--- src/rtl/riscv_pkg.sv ---
// Shared types and constants for the instruction-fetch stage.
// Holds the fetch-queue entry layout, the fetch FSM encoding, the NOP used
// on an idle decode interface, and a word-alignment helper.
package riscv_pkg;

    localparam int          XLEN      = 32;
    localparam logic [31:0] NOP_INSTR = 32'h0000_0013;

    typedef struct packed {
        logic [XLEN-1:0] pc;
        logic [31:0]     instr;
    } fetch_entry_t;

    typedef enum logic [1:0] {
        IDLE  = 2'd0,
        FETCH = 2'd1,
        DRAIN = 2'd2
    } fetch_state_t;

    // Instruction memory is word addressed; the low pc bits are ignored.
    function automatic logic [XLEN-1:0] word_align(input logic [XLEN-1:0] a);
        return {a[XLEN-1:2], 2'b00};
    endfunction

endpackage

--- src/rtl/fetch_fifo.sv ---
// Synchronous FIFO of fetch_entry_t with synchronous clear.
// Push while full is accepted only when a pop happens in the same cycle,
// so a full queue can stream with its count unchanged. Pointers wrap at
// DEPTH, which need not be a power of two (the pc-tag FIFO uses MAX_OUTST).
module fetch_fifo
    import riscv_pkg::*;
#(
    parameter int DEPTH = 2,
    parameter int CW    = $clog2(DEPTH) + 1
) (
    input  logic          clk,
    input  logic          reset_n,
    input  logic          i_clear,
    input  logic          i_push,
    input  fetch_entry_t  i_data,
    input  logic          i_pop,
    output fetch_entry_t  o_head,
    output logic          o_full,
    output logic          o_empty,
    output logic [CW-1:0] o_count
);

    localparam int            PW   = (DEPTH > 1) ? $clog2(DEPTH) : 1;
    localparam logic [PW-1:0] LAST = PW'(DEPTH - 1);

    fetch_entry_t  r_mem [DEPTH];
    logic [PW-1:0] r_wr_ptr;
    logic [PW-1:0] r_rd_ptr;
    logic [CW-1:0] r_count;
    logic          w_full;
    logic          w_empty;
    logic          w_do_push;
    logic          w_do_pop;

    function automatic logic [PW-1:0] ptr_inc(input logic [PW-1:0] p);
        return (p == LAST) ? {PW{1'b0}} : p + PW'(1);
    endfunction

    // Status flags and qualified push/pop strobes.
    always_comb begin
        w_full    = (r_count == CW'(DEPTH));
        w_empty   = (r_count == {CW{1'b0}});
        w_do_pop  = i_pop && !w_empty;
        w_do_push = i_push && (!w_full || w_do_pop);
    end

    assign o_full  = w_full;
    assign o_empty = w_empty;
    assign o_count = r_count;
    assign o_head  = r_mem[r_rd_ptr];

    // Pointer and occupancy bookkeeping; clear empties the FIFO in one cycle.
    always_ff @(posedge clk or negedge reset_n) begin
        if (!reset_n) begin
            r_wr_ptr <= {PW{1'b0}};
            r_rd_ptr <= {PW{1'b0}};
            r_count  <= {CW{1'b0}};
        end else if (i_clear) begin
            r_wr_ptr <= {PW{1'b0}};
            r_rd_ptr <= {PW{1'b0}};
            r_count  <= {CW{1'b0}};
        end else begin
            if (w_do_push) begin
                r_wr_ptr <= ptr_inc(r_wr_ptr);
            end
            if (w_do_pop) begin
                r_rd_ptr <= ptr_inc(r_rd_ptr);
            end
            r_count <= r_count + CW'(w_do_push) - CW'(w_do_pop);
        end
    end

    // Entry storage; contents are only observable through a valid head.
    always_ff @(posedge clk) begin
        if (w_do_push) begin
            r_mem[r_wr_ptr] <= i_data;
        end
    end

endmodule

--- src/rtl/fetch_unit.sv ---
// Instruction-fetch stage between the PC register and decode.
// Issues pipelined imem requests for pc_i, tags each accepted request with
// its pc, queues returned words in order and hands them to decode.
// Requests are credit limited so every outstanding response already owns
// a queue slot. An EX redirect (flush_i) clears the queue and converts all
// in-flight responses into a drop count that is drained before refetching.
// Optional build macro FETCH_BYPASS_EN: a response arriving at an empty
// queue is presented to decode in the same cycle.
module fetch_unit
    import riscv_pkg::*;
#(
    parameter int QDEPTH    = 2,
    parameter int MAX_OUTST = 2
) (
    input  logic            clk,
    input  logic            reset_n,
    input  logic [XLEN-1:0] pc_i,
    output logic            pc_en_o,
    input  logic            flush_i,
    output logic            imem_req_o,
    output logic [XLEN-1:0] imem_addr_o,
    input  logic            imem_gnt_i,
    input  logic            imem_rvalid_i,
    input  logic [31:0]     imem_rdata_i,
    output logic            id_valid_o,
    input  logic            id_ready_i,
    output logic [31:0]     id_instr_o,
    output logic [XLEN-1:0] id_pc_o
);

    localparam int OW  = $clog2(MAX_OUTST + 1);
    localparam int QCW = $clog2(QDEPTH) + 1;
    localparam int TCW = $clog2(MAX_OUTST) + 1;

    fetch_state_t   r_state;
    fetch_state_t   w_state_nxt;
    logic [OW-1:0]  r_outst;
    logic [OW-1:0]  r_drop;
    logic [OW-1:0]  w_outst_nxt;
    logic [OW-1:0]  w_drop_nxt;
    logic [31:0]    w_credit;
    logic           w_req;
    logic           w_acc;
    logic           w_rsp;
    logic           w_keep;
    logic           w_discard;
    logic           w_byp;
    logic           w_q_valid;
    logic           w_q_push;
    logic           w_q_pop;
    fetch_entry_t   w_q_wdata;
    fetch_entry_t   w_q_head;
    logic           w_q_full;
    logic           w_q_empty;
    logic [QCW-1:0] w_q_count;
    fetch_entry_t   w_tag_wdata;
    fetch_entry_t   w_tag_head;
    logic           w_tag_full;
    logic           w_tag_empty;
    logic [TCW-1:0] w_tag_count;
    logic           w_unused;

    // Request credit, handshakes and next values of the response counters.
    always_comb begin
        w_credit  = 32'(r_outst) + 32'(w_q_count);
        w_req     = (r_state == FETCH) && !flush_i &&
                    (w_credit < 32'(QDEPTH)) && (32'(r_outst) < 32'(MAX_OUTST));
        w_acc     = w_req && imem_gnt_i;
        // A response with nothing outstanding cannot belong to this block.
        w_rsp     = imem_rvalid_i && (r_outst != {OW{1'b0}});
        w_keep    = w_rsp && (r_drop == {OW{1'b0}});
        w_discard = w_rsp && (r_drop != {OW{1'b0}});
        w_outst_nxt = r_outst + OW'(w_acc) - OW'(w_rsp);
        // Everything still in flight after a redirect belongs to the old path.
        if (flush_i) begin
            w_drop_nxt = w_outst_nxt;
        end else begin
            w_drop_nxt = r_drop - OW'(w_discard);
        end
    end

    // Fetch FSM next-state logic.
    always_comb begin
        w_state_nxt = r_state;
        case (r_state)
            IDLE: begin
                w_state_nxt = FETCH;
            end
            FETCH: begin
                if (flush_i && (w_drop_nxt != {OW{1'b0}})) begin
                    w_state_nxt = DRAIN;
                end else begin
                    w_state_nxt = FETCH;
                end
            end
            DRAIN: begin
                if (flush_i) begin
                    w_state_nxt = DRAIN;
                end else if (w_drop_nxt == {OW{1'b0}}) begin
                    w_state_nxt = FETCH;
                end else begin
                    w_state_nxt = DRAIN;
                end
            end
            default: begin
                w_state_nxt = IDLE;
            end
        endcase
    end

    // Fetch FSM state register.
    always_ff @(posedge clk or negedge reset_n) begin
        if (!reset_n) begin
            r_state <= IDLE;
        end else begin
            r_state <= w_state_nxt;
        end
    end

    // Outstanding-request and drop counters.
    always_ff @(posedge clk or negedge reset_n) begin
        if (!reset_n) begin
            r_outst <= {OW{1'b0}};
            r_drop  <= {OW{1'b0}};
        end else begin
            r_outst <= w_outst_nxt;
            r_drop  <= w_drop_nxt;
        end
    end

    // Decode-side presentation, optional bypass and queue strobes.
    always_comb begin
`ifdef FETCH_BYPASS_EN
        w_byp = w_q_empty && w_keep && !flush_i;
`else
        w_byp = 1'b0;
`endif
        w_q_valid = !w_q_empty && !flush_i;
        w_q_pop   = w_q_valid && id_ready_i;
        w_q_push  = w_keep && !flush_i && !(w_byp && id_ready_i);
        w_q_wdata = '{pc: w_tag_head.pc, instr: imem_rdata_i};
        if (w_byp) begin
            id_valid_o = 1'b1;
            id_pc_o    = w_tag_head.pc;
            id_instr_o = imem_rdata_i;
        end else if (w_q_valid) begin
            id_valid_o = 1'b1;
            id_pc_o    = w_q_head.pc;
            id_instr_o = w_q_head.instr;
        end else begin
            id_valid_o = 1'b0;
            id_pc_o    = {XLEN{1'b0}};
            id_instr_o = NOP_INSTR;
        end
    end

    assign imem_req_o  = w_req;
    assign imem_addr_o = word_align(pc_i);
    assign pc_en_o     = w_acc || flush_i;
    assign w_tag_wdata = '{pc: word_align(pc_i), instr: 32'h0000_0000};

    fetch_fifo #(
        .DEPTH (QDEPTH)
    ) u_queue (
        .clk     (clk),
        .reset_n (reset_n),
        .i_clear (flush_i),
        .i_push  (w_q_push),
        .i_data  (w_q_wdata),
        .i_pop   (w_q_pop),
        .o_head  (w_q_head),
        .o_full  (w_q_full),
        .o_empty (w_q_empty),
        .o_count (w_q_count)
    );

    // pc of each accepted request, consumed by its response (kept or dropped).
    fetch_fifo #(
        .DEPTH (MAX_OUTST)
    ) u_pc_tag (
        .clk     (clk),
        .reset_n (reset_n),
        .i_clear (1'b0),
        .i_push  (w_acc),
        .i_data  (w_tag_wdata),
        .i_pop   (w_rsp),
        .o_head  (w_tag_head),
        .o_full  (w_tag_full),
        .o_empty (w_tag_empty),
        .o_count (w_tag_count)
    );

    assign w_unused = ^{pc_i[1:0], w_tag_head.instr, w_tag_full, w_tag_empty,
                        w_tag_count, w_q_full};

endmodule
--- config.mk ---
export PLATFORM = sky130hd
export DESIGN_NAME = fetch_unit
export DESIGN_NICKNAME = d
export VERILOG_FILES = /design/src/rtl/riscv_pkg.sv /design/src/rtl/fetch_fifo.sv /design/src/rtl/fetch_unit.sv
export SDC_FILE = /design/constraint.sdc
export NUM_CORES = 1
export LEC_CHECK = 0
export BUFFER_PORTS_ARGS = -buffer_cell sky130_fd_sc_hd__buf_2
export CAP_MARGIN = 20
export CORE_MARGIN = 1
export CORE_UTILIZATION = 61
export CTS_BUF_LIST = sky130_fd_sc_hd__clkbuf_2
export DETAILED_ROUTE_END_ITERATION = 12
export MAX_ROUTING_LAYER = met4
export PLACE_DENSITY_LB_ADDON = 0.15
export SLEW_MARGIN = 20
export SYNTH_ARGS = -nofsm -noshare
export SYNTH_HDL_FRONTEND = slang
export SYNTH_SLANG_ARGS = --single-unit
--- constraint.sdc ---
create_clock -name clk -period 8.8 [get_ports clk]
set_input_delay 0.44 -clock clk [delete_from_list [all_inputs] [get_ports clk]]
set_output_delay 0.44 -clock clk [all_outputs]
set_load 0.05 [all_outputs]
==> flow_metrics.py, run 1 <==
metrics = {
    "status": {
        "status": "finished, final reports clean",
    },
    "min_path": {
        "hold_class": "in -> reg",
    },
    "cts": {
        "cts_buffers": 17,
        "clk_path_buf_depth": 2,
        "clk_pin_slew_ns": 0.25,
        "ctsResizeCount": 0,
        "insertion_delay_ns": 0.72,
        "cts_tree": "built",
        "htree_levels": 4,
        "clock_sinks": 198,
        "root_buffer": "clkbuf_2",
    },
    "synth": {
        "syn-mean-instance-area_sq_um": 17.0,
        "synth_compound_area_share_pct": 1.28,
        "synth_edf_count": 184,
        "ys_ff_latch": 198,
        "netlist_instances": 468,
        "synth_fa_ha_area_share_pct": 1.36,
        "synthArstFlopShare_pct": 7.07,
        "synth_area_sq_mm": 0.00794,
        "synthFlopType": "edfxtp_1",
        "synth-xor-area-share_pct": 1.09,
        "synth_top_family_by_area": "multiplexers",
        "yosysSeqAreaShare_pct": 74.0,
        "ys_types": 36,
        "ys_warn_count": 0,
        "synth_mux_area_share_pct": 12.3,
        "yosys.area_share.simple_pct": 5.01,
    },
    "power": {
        "p_switching_w": 0.000710,
        "swShare_pct": 32.3,
        "p_leak_nw": 3.61,
        "powerDensity_mw_per_mm2": 229,
        "clkPwrFrac_pct": 18.4,
        "power.internal_w": 0.00149,
        "peakVddDrop_mv": 0.137,
        "pwr-share-comb_pct": 27.7,
        "p_seq_share_pct": 53.9,
        "power_w": 0.00220,
    },
    "floorplan": {
        "pin_count": 169,
        "fp.dieArea_sq_mm": 0.0135,
        "die_h_um": 116,
        "fp.dieW_um": 116,
        "core_sq_mm": 0.0127,
        "start_util_pct": 62.6,
        "rows": 41,
    },
    "timing": {
        "rsz0062_at_grt": "false",
        "tns_ns": 0,
        "finalMaxSlewViolations": 0,
        "fin_crit_ns": 3.18,
        "tightest_slew_ns": 0.604,
        "fmax_mhz": 314,
        "setup_viol": 0,
        "fin_ws_ns": 5.62,
        "slew_headroom_pct": 59.7,
        "fin_crit_sh_pct": 36.1,
        "finalClockSkew_ns": 0.0210,
        "final_hold_viol_count": 0,
    },
    "drt": {
        "vias": 4411,
        "first_iter_violations": 210,
        "routedWlPerCell_um": 16.0,
        "routed_wl_mm": 13.7,
        "post_drt_via_cell_ratio": 5.14,
        "drt-pass1-iter-count": 4,
        "ant_nets": 0,
        "drc": 0,
    },
    "grt": {
        "grt_max_degree": 65,
        "antenna_found_initial": 0,
        "grt_pass1_wl_mm": 20.7,
        "grt_usage_pct": 21.9,
        "gr-total-overflow": 0,
        "grt_pass1_vias": 4445,
    },
    "final_layout": {
        "multiInputGateArea_sq_mm": 0.00170,
        "final_cell_area_sq_mm": 0.00960,
        "syn_to_final_growth_pct": 20.9,
        "fin_util_pct": 75.7,
        "nFillCells": 785,
        "seq_area_sq_mm": 0.00588,
        "n_antenna_cell": 0,
        "fin_nets": 751,
        "final_layout_size_suffix_gt1_share_pct": 35.9,
    },
    "worst_setup_path": {
        "crit_required_ns": 8.36,
        "arrival_ns": 2.74,
        "cp_max_fo": 40,
        "rr_endpoint": "u_queue.o_count[1]",
        "r2r_slack_ns": 6.14,
        "path_class": "reg -> out",
        "ff2ff_path_depth": 9,
        "critical_path.endpoint": "id_instr_o[1]",
        "r2r_start": "u_queue.o_count[0]",
        "critPathLaunch": "u_queue.o_count[0]",
        "end_kind": "primary output",
        "start_kind": "register",
    },
    "placement": {
        "io_buffers": 162,
        "place_area_sq_mm": 0.00870,
        "preCtsSetupSlack_ns": 5.93,
        "dp_hpwl_mm": 7.76,
        "gp_congestion": 0.724,
    },
    "run": {
        "maxCapViolCount": 0,
    },
}
==> critical path: stages (launching register included) <==
cell      delay (ns)
dfrtp_1         0.50
o21bai_4        0.51
buf_4           0.50
inv_2           0.12
nand2_1         0.08
buf_2           0.26
==> synth_stat cells (all sizes together), types with 2 or more instances <==
cell type	instances	area, sq um
xnor2	4	35.0
o21ai	3	30.0
nand2	4	15.0
mux2i	63	631
nand2b	4	25.0
edfxtp	184	5530
nor2	67	251
mux2	31	349
ha	7	87.6
and2	4	25.0
dfrtp	14	350
buf	47	323
xor2	3	26.3
inv	12	45.1
o21bai	2	18.8
clkbuf	4	15.0
==> kinds of logic (layout without fill, tap and decap cells) <==
group	count (synthesis)	in the layout
multiplexers	94	94
other	1	4
flip-flops	198	198
AND/OR/NAND/NOR	86	86
adder cells (fa/ha/maj)	8	8
AO/OA/AOI/OAI	10	10
buffers and inverters	63	278
XOR/XNOR	8	8
==> cell type report <==
| class | instances | share of cell area, % |
|---|---|---|
| well taps | 172 | 2.24 |
| repair buffers | 234 | 16.0 |
| clock inverters | 14 | 1.38 |
| multi-input cells | 210 | 17.7 |
| inverters | 12 | 0.469 |
| flip-flops and latches | 198 | 61.3 |
| clock buffers | 18 | 0.939 |
==> how the worst min path moves through the flow <==
stage | start | to | slack, ns | cells after the start
finish | imem_gnt_i | u_pc_tag.r_wr_ptr | 0.08 | 3
global route | imem_gnt_i | u_pc_tag.r_wr_ptr | 0.01 | 3
CTS | imem_gnt_i | u_pc_tag.r_wr_ptr | 0.009 | 3
detailed placement | reset_n | u_queue.r_wr_ptr | 0.37 | 1
global placement | reset_n | r_outst[0] | 0.36 | 1
floorplan | reset_n | r_drop[0] | 0.14 | 0
==> per-layer routing <==
layer / GRT usage [%] / wire length [um] / vias to the layer above / part of all wire [%]
li1: - / - / 2084 / -
met1: 22.9 / 5420 / 2172 / 39
met2: 39.5 / 7450 / 141 / 54
met3: 5.33 / 682 / 14 / 5.0
met4: 8.89 / 184 / 0 / 1.3
met5: - / 0 / - / 0
==> stage by stage <==
stage,instances,hold WS (ns)
5_1_grt,858,0.0128
3_3_place_gp,761,0.358
3_5_place_dp,761,0.369
4_1_cts,857,0.00884
2_1_floorplan,471,0.144
6_report,858,0.0815
==> flip-flops by register name, summed over array words and instances, names as in the netlist <==
signal,flops
u_queue.r_mem,124
u_pc_tag.r_wr_ptr,1
u_pc_tag.r_mem,60
u_queue.r_rd_ptr,1
u_pc_tag.o_count,2
u_queue.o_count,2
r_outst,2
u_queue.r_wr_ptr,1
r_state,2
u_pc_tag.r_rd_ptr,1
r_drop,2
==> power by group through the flow <==
stage,clock network (W),registers (W),logic [W]
floorplan,0,0.00119,0.000476
global placement,0,0.00122,0.000553
detailed placement,0,0.00122,0.000567
CTS,0.000419,0.00120,0.000592
global route,0.000448,0.00119,0.000657
finish,0.000406,0.00119,0.000609
==> layout by cell type, fill, tap and decap left out, types with 2 or more instances in the layout <==
cell type,n
nor2_1,65
buf_2,162
bufinv_16,2
mux2i_1,63
ha_1,7
inv_6,2
dlygate4sd3_1,64
nor2_2,2
edfxtp_1,184
clkinv_2,2
clkinvlp_4,4
xnor2_1,4
inv_2,2
clkbuf_2,18
buf_4,7
conb_1,4
inv_1,10
clkinv_1,4
xor2_1,3
dfrtp_1,13
and2_1,3
nand2b_1,4
mux2_2,31
nand2_1,4
==> timing repair <==
| item | 4_1_cts | 5_1_grt |
|---|---|---|
| setup buffers | 0 | 0 |
| hold buffers | 64 | 0 |
| hold endpoints to repair | 141 | 0 |
No activity file was read; power rests on OpenSTA's default activity.
==> inputs of run 2 (changes only) <==
--- a/config.mk
+++ b/config.mk
@@ -8,7 +8,7 @@
 export BUFFER_PORTS_ARGS = -buffer_cell sky130_fd_sc_hd__buf_2
 export CAP_MARGIN = 20
 export CORE_MARGIN = 1
-export CORE_UTILIZATION = 61
+export CORE_UTILIZATION = 56
 export CTS_BUF_LIST = sky130_fd_sc_hd__clkbuf_2
 export DETAILED_ROUTE_END_ITERATION = 12
 export MAX_ROUTING_LAYER = met4
==> constraint.sdc (replaced) <==
create_clock -name clk -period 3.05 [get_ports clk]
set_input_delay 0.1525 -clock clk [delete_from_list [all_inputs] [get_ports clk]]
set_output_delay 0.1525 -clock clk [all_outputs]
set_load 0.05 [all_outputs]
==> flow_metrics.py, run 2 (synthesis results as in run 1) <==
metrics = {
    "worst_setup_path": {
        "crit_family": "flip-flops",
        "slowest_stage": "dfrtp_4",
        "cp.depth": 4,
        "end_kind": "primary output",
        "cp_slowest_stage_delay_ns": 0.98,
        "r2r_slack_ns": 0.43,
        "arrival_ns": 2.57,
        "crit_chain": "buf_12, mux2i_1, nor2_1, buf_2",
        "ff2ff_path_depth": 9,
        "critPathLaunch": "u_queue.r_rd_ptr",
        "path_class": "reg -> out",
        "cp_max_fo": 42,
        "start_kind": "register",
        "r2r_start": "r_outst[0]",
        "worst-path-buf-inv": 2,
        "crit_required_ns": 2.90,
    },
    "floorplan": {
        "start_util_pct": 57.4,
        "fp.dieW_um": 121,
        "die_h_um": 121,
        "pin_count": 169,
        "rows": 43,
        "core_sq_mm": 0.0138,
        "fp.dieArea_sq_mm": 0.0146,
    },
    "drt": {
        "vias": 4385,
        "drt-pass1-iter-count": 4,
        "drc": 0,
        "first_iter_violations": 302,
        "post_drt_via_cell_ratio": 5.02,
        "routedWlPerCell_um": 15.9,
        "routed_wl_mm": 13.9,
        "ant_nets": 0,
    },
    "timing": {
        "fmax_mhz": 367,
        "final_hold_viol_count": 0,
        "setup_viol": 0,
        "fin_crit_ns": 2.72,
        "finalClockSkew_ns": 0.0154,
        "hold_ws_ns": 0.111,
        "rsz0062_at_grt": "false",
        "tightest_slew_ns": 0.769,
        "fin_crit_sh_pct": 89.3,
        "slew_headroom_pct": 48.7,
        "finalMaxSlewViolations": 0,
    },
    "final_layout": {
        "largest-register": "u_queue.r_mem",
        "reg_top3": "u_queue.r_mem x124, u_pc_tag.r_mem x60",
        "fin_util_pct": 70.1,
        "syn_to_final_growth_pct": 22.2,
        "final_cell_mix": "edfxtp_1 (184), buf_2 (162), dlygate4sd3_1 (70)",
        "nFillCells": 930,
        "final_cell_area_sq_mm": 0.00970,
        "final_layout_size_suffix_gt1_share_pct": 35.5,
        "final_common_cell": "edfxtp_1",
        "largest_reg_flops": 124,
        "fin_nets": 758,
    },
    "min_path": {
        "hold_class": "in -> reg",
        "worstHoldStart": "imem_rdata_i[14]",
        "hold_depth": 2,
    },
    "cts": {
        "clk_path_buf_depth": 2,
        "clock_sinks": 198,
        "clk_pin_slew_ns": 0.24,
        "insertion_delay_ns": 0.74,
        "ctsResizeCount": 0,
        "root_buffer": "clkbuf_2",
        "post_cts_buffers": 0,
        "cts_buffers": 17,
        "cts_tree": "built",
        "htree_levels": 4,
    },
    "power": {
        "power.internal_w": 0.00439,
        "p_switching_w": 0.00207,
        "clkPwrFrac_pct": 19.4,
        "power_w": 0.00646,
        "p_leak_nw": 3.66,
        "swShare_pct": 32.1,
        "peakVddDrop_mv": 0.439,
        "powerDensity_mw_per_mm2": 666,
        "p_seq_share_pct": 53.3,
        "pwr-share-comb_pct": 27.2,
    },
    "grt": {
        "grt_pass1_wl_mm": 21.2,
        "grt_usage_pct": 20.3,
        "gr-total-overflow": 0,
        "grt_max_degree": 60,
        "grt_pass1_vias": 4418,
        "antenna_found_initial": 1,
    },
    "status": {
        "status": "finished, final reports clean",
    },
    "placement": {
        "place_area_sq_mm": 0.00875,
        "io_buffers": 162,
        "dp_hpwl_mm": 8.11,
        "gp_congestion": 0.734,
    },
    "run": {
        "maxCapViolCount": 0,
    },
}
run 2: cell types whose count changed in the layout (fill, tap and decap cells not counted), moves of 2 or more:
cell           previous run  this run
nor2_2                    2         0
dlygate4sd3_1            64        70
clkinvlp_4                4         0
clkinv_4                  0         2
nor2_4                    0         2
run 2: worst register-to-register path, cell delays in order (launching register included):
cell and delay (ns):
dfrtp_1 0.48, and2_1 0.19, fa_1 0.44, nor2_1 0.21, nand3_1 0.15, ha_1 0.30
inv_1 0.06, ha_1 0.15, xor3_2 0.29, mux2_2 0.28
run 2: metrics by stage:
stage                     worst slack [ns]  cells  setup TNS, ns
after floorplan                     -0.202    471         -12.64
after global placement               0.544    771              0
after detailed placement             0.475    771              0
after CTS                            0.246    873              0
after global routing                 0.134    874              0
final                                0.327    874              0
run 2: final cells by class:
type	instances	area [sq um]	share of cell area, %
antenna	1	2.50	0.0258
clock inverter	15	159	1.64
sequential	198	5880	60.6
timing repair buffer	241	1590	16.4
inverter	12	45.0	0.464
clock buffer	17	85.1	0.877
multi-input combinational	210	1710	17.6
tap	180	225	2.32
run 2: per-layer routing:
metal  routed length [um]  track usage, %  vias up
li1                     -               -     2106
met1                 5510            22.5     2114
met2                 7390            35.3      146
met3                  735            5.17       19
met4                  238            7.72        0
met5                    0               -        -
run 2: power groups by stage:
stage	Clock (W)	Sequential, W	Combinational [W]
floorplan	0	0.00343	0.00138
global placement	0	0.00350	0.00164
detailed placement	0	0.00351	0.00169
CTS	0.00129	0.00345	0.00177
global route	0.00139	0.00347	0.00189
finish	0.00126	0.00345	0.00176
run 2: path summary, 6_finish.rpt:
path,to
worst min register to register,u_pc_tag.o_count[1]
max in group asynchronous,u_queue.r_rd_ptr
min in group asynchronous,u_pc_tag.o_count[0]
worst max-delay path,id_instr_o[31]
worst max register to register,r_drop[1]
worst min-delay path,u_queue.r_mem[1][14]
run 2: timing repair:
action | 4_1_cts | 5_1_grt
hold buffers | 70 | 0
setup endpoints to repair | 0 | 0
endpoints found under the hold margin | 149 | 0
==> inputs of run 3 (changes only) <==
--- a/config.mk
+++ b/config.mk
@@ -8,7 +8,7 @@
 export BUFFER_PORTS_ARGS = -buffer_cell sky130_fd_sc_hd__buf_2
 export CAP_MARGIN = 20
 export CORE_MARGIN = 1
-export CORE_UTILIZATION = 56
+export CORE_UTILIZATION = 51
 export CTS_BUF_LIST = sky130_fd_sc_hd__clkbuf_2
 export DETAILED_ROUTE_END_ITERATION = 12
 export MAX_ROUTING_LAYER = met4
==> constraint.sdc (replaced) <==
create_clock -name clk -period 2.3 [get_ports clk]
set_input_delay 0.115 -clock clk [delete_from_list [all_inputs] [get_ports clk]]
set_output_delay 0.115 -clock clk [all_outputs]
set_load 0.05 [all_outputs]
==> flow_metrics.py, run 3 (synthesis results as in run 1) <==
metrics = {
    "timing": {
        "hold_ws_ns": 0.0825,
        "fin_crit_sh_pct": 111,
        "rsz0062_at_grt": "true",
        "tightest_slew_ns": 0.669,
        "fin_ws_ns": -0.249,
        "fmax_mhz": 392,
        "slew_headroom_pct": 55.2,
        "setup_viol": 6,
        "finalMaxSlewViolations": 0,
        "fin_crit_ns": 2.55,
        "finalClockSkew_ns": 0.0469,
        "final_hold_viol_count": 0,
    },
    "drt": {
        "routedWlPerCell_um": 18.8,
        "routed_wl_mm": 17.6,
        "ant_nets": 0,
        "drt-pass1-iter-count": 4,
        "drc": 0,
        "first_iter_violations": 250,
        "post_drt_via_cell_ratio": 5.05,
        "vias": 4707,
    },
    "final_layout": {
        "syn_to_final_growth_pct": 37.8,
        "final_cell_area_sq_mm": 0.0109,
        "largest_reg_flops": 124,
        "nFillCells": 943,
        "largest-register": "u_queue.r_mem",
        "fin_nets": 809,
        "final_layout_size_suffix_gt1_share_pct": 41.0,
        "reg_top3": "u_queue.r_mem x124, u_pc_tag.r_mem x60",
        "final_cell_mix": "edfxtp_1 (184), buf_2 (99), dlygate4sd3_1 (83)",
        "final_common_cell": "edfxtp_1",
    },
    "cts": {
        "root_buffer": "clkbuf_2",
        "clk_pin_slew_ns": 0.25,
        "cts_buffers": 17,
        "clk_path_buf_depth": 2,
        "htree_levels": 4,
        "clock_sinks": 198,
        "cts_tree": "built",
        "insertion_delay_ns": 0.76,
    },
    "grt": {
        "grt_usage_pct": 20.2,
        "grt_max_degree": 51,
        "grt_pass1_vias": 4758,
        "grt_pass1_wl_mm": 23.3,
        "antenna_found_initial": 1,
        "gr-total-overflow": 0,
    },
    "worst_setup_path": {
        "crit_chain": "and2_4, fa_1, nor2_4, nand3_4, buf_6, ha_4, inv_4, ha_4, xor3_2, o21ai_2, o31ai_2",
        "ff2ff_path_depth": 11,
        "cp.depth": 11,
        "cpMostUsedCell": "ha_4",
        "worst-path-buf-inv": 2,
        "r2r_start": "r_outst[0]",
        "r2r_slack_ns": -0.25,
        "arrival_ns": 3.17,
        "cp_slowest_stage_delay_ns": 0.49,
        "slowest_stage": "fa_1",
        "end_kind": "register",
        "crit_family": "adder cells",
        "start_kind": "register",
        "rr_endpoint": "r_state[1]",
        "path_class": "reg -> reg",
        "cp_max_fo": 3,
        "crit_required_ns": 2.92,
    },
    "placement": {
        "place_area_sq_mm": 0.00894,
        "dp_hpwl_mm": 8.45,
        "gp_congestion": 0.723,
        "io_buffers": 162,
    },
    "floorplan": {
        "rows": 45,
        "fp.dieW_um": 127,
        "pin_count": 169,
        "core_sq_mm": 0.0152,
        "fp.dieArea_sq_mm": 0.0161,
        "die_h_um": 127,
        "start_util_pct": 52.2,
    },
    "min_path": {
        "hold_class": "in -> reg",
        "worstHoldStart": "imem_rdata_i[14]",
        "hold_depth": 2,
        "hold_path_end": "u_queue.r_mem[1][14]",
    },
    "power": {
        "p_leak_nw": 4.08,
        "powerDensity_mw_per_mm2": 872,
        "peakVddDrop_mv": 0.464,
    },
    "run": {
        "maxCapViolCount": 0,
    },
    "status": {
        "status": "finished with violations",
        "violations": "negative setup slack",
    },
}
==> run 3: what timing repair did <==
action / 4_1_cts / 5_1_grt
pin swaps: 5 / 9
hold buffers: 74 / 10
resized for setup: 36 / 162
endpoints found under the setup margin: 67 / 122
hold endpoints to repair: 247 / 19
gates cloned: 2 / 9
buffers inserted: 7 / 11
==> run 3: worst register-to-register path: stages, from the launching register on <==
cell	delay [ns]
dfrtp_1	0.44
and2_4	0.14
fa_1	0.49
nor2_4	0.15
nand3_4	0.09
buf_6	0.14
ha_4	0.26
inv_4	0.03
ha_4	0.15
xor3_2	0.26
o21ai_2	0.20
o31ai_2	0.09
==> run 3: power by group <==
| part | internal, W | total [W] | leakage (nW) | switching [W] |
|---|---|---|---|---|
| Clock | 0.000618 | 0.00173 | 0.148 | 0.00112 |
| Sequential | 0.00434 | 0.00447 | 1.83 | 0.000130 |
| Combinational | 0.00150 | 0.00333 | 2.10 | 0.00183 |
==> run 3: how the worst max path moves through the flow <==
stage | from | to | slack, ns
floorplan | r_drop[0] | u_queue.r_mem[0][0] | -0.95
global placement | u_queue.o_count[0] | r_drop[1] | -0.18
detailed placement | u_queue.o_count[0] | r_drop[1] | -0.22
CTS | u_queue.o_count[0] | imem_req_o | -0.28
global route | r_outst[0] | pc_en_o | -0.34
finish | r_outst[0] | r_state[1] | -0.25
==> run 3: metrics by stage <==
step	utilization [%]	setup TNS (ns)	cells	power, W	worst slack [ns]
floorplan	-	-60.54	471	0.00642	-0.952
global placement	58.8	-0.470	789	0.00697	-0.180
detailed placement	58.8	-0.628	789	0.00704	-0.223
CTS	66.8	-6.96	904	0.00904	-0.283
global route	71.9	-3.16	933	0.00996	-0.344
finish	71.9	-1.09	933	0.00954	-0.249
==> run 3: metal layers <==
metal	vias up	GRT usage [%]	share of wire, %
li1	2217	-	-
met1	2314	23.1	41
met2	156	35.1	53
met3	20	4.34	5.1
met4	0	7.77	1.5
met5	-	-	0
==> run 3: area by class of cell <==
type / count / area [sq um] / area share (%)
diodes: 1 / 2.50 / 0.0229
clock buffers: 20 / 100 / 0.915
clock inverters: 12 / 151 / 1.38
inverters: 12 / 47.5 / 0.435
multi-input cells: 210 / 1820 / 16.6
flip-flops and latches: 198 / 5880 / 53.8
well taps: 188 / 235 / 2.15
repair buffers: 292 / 2700 / 24.7
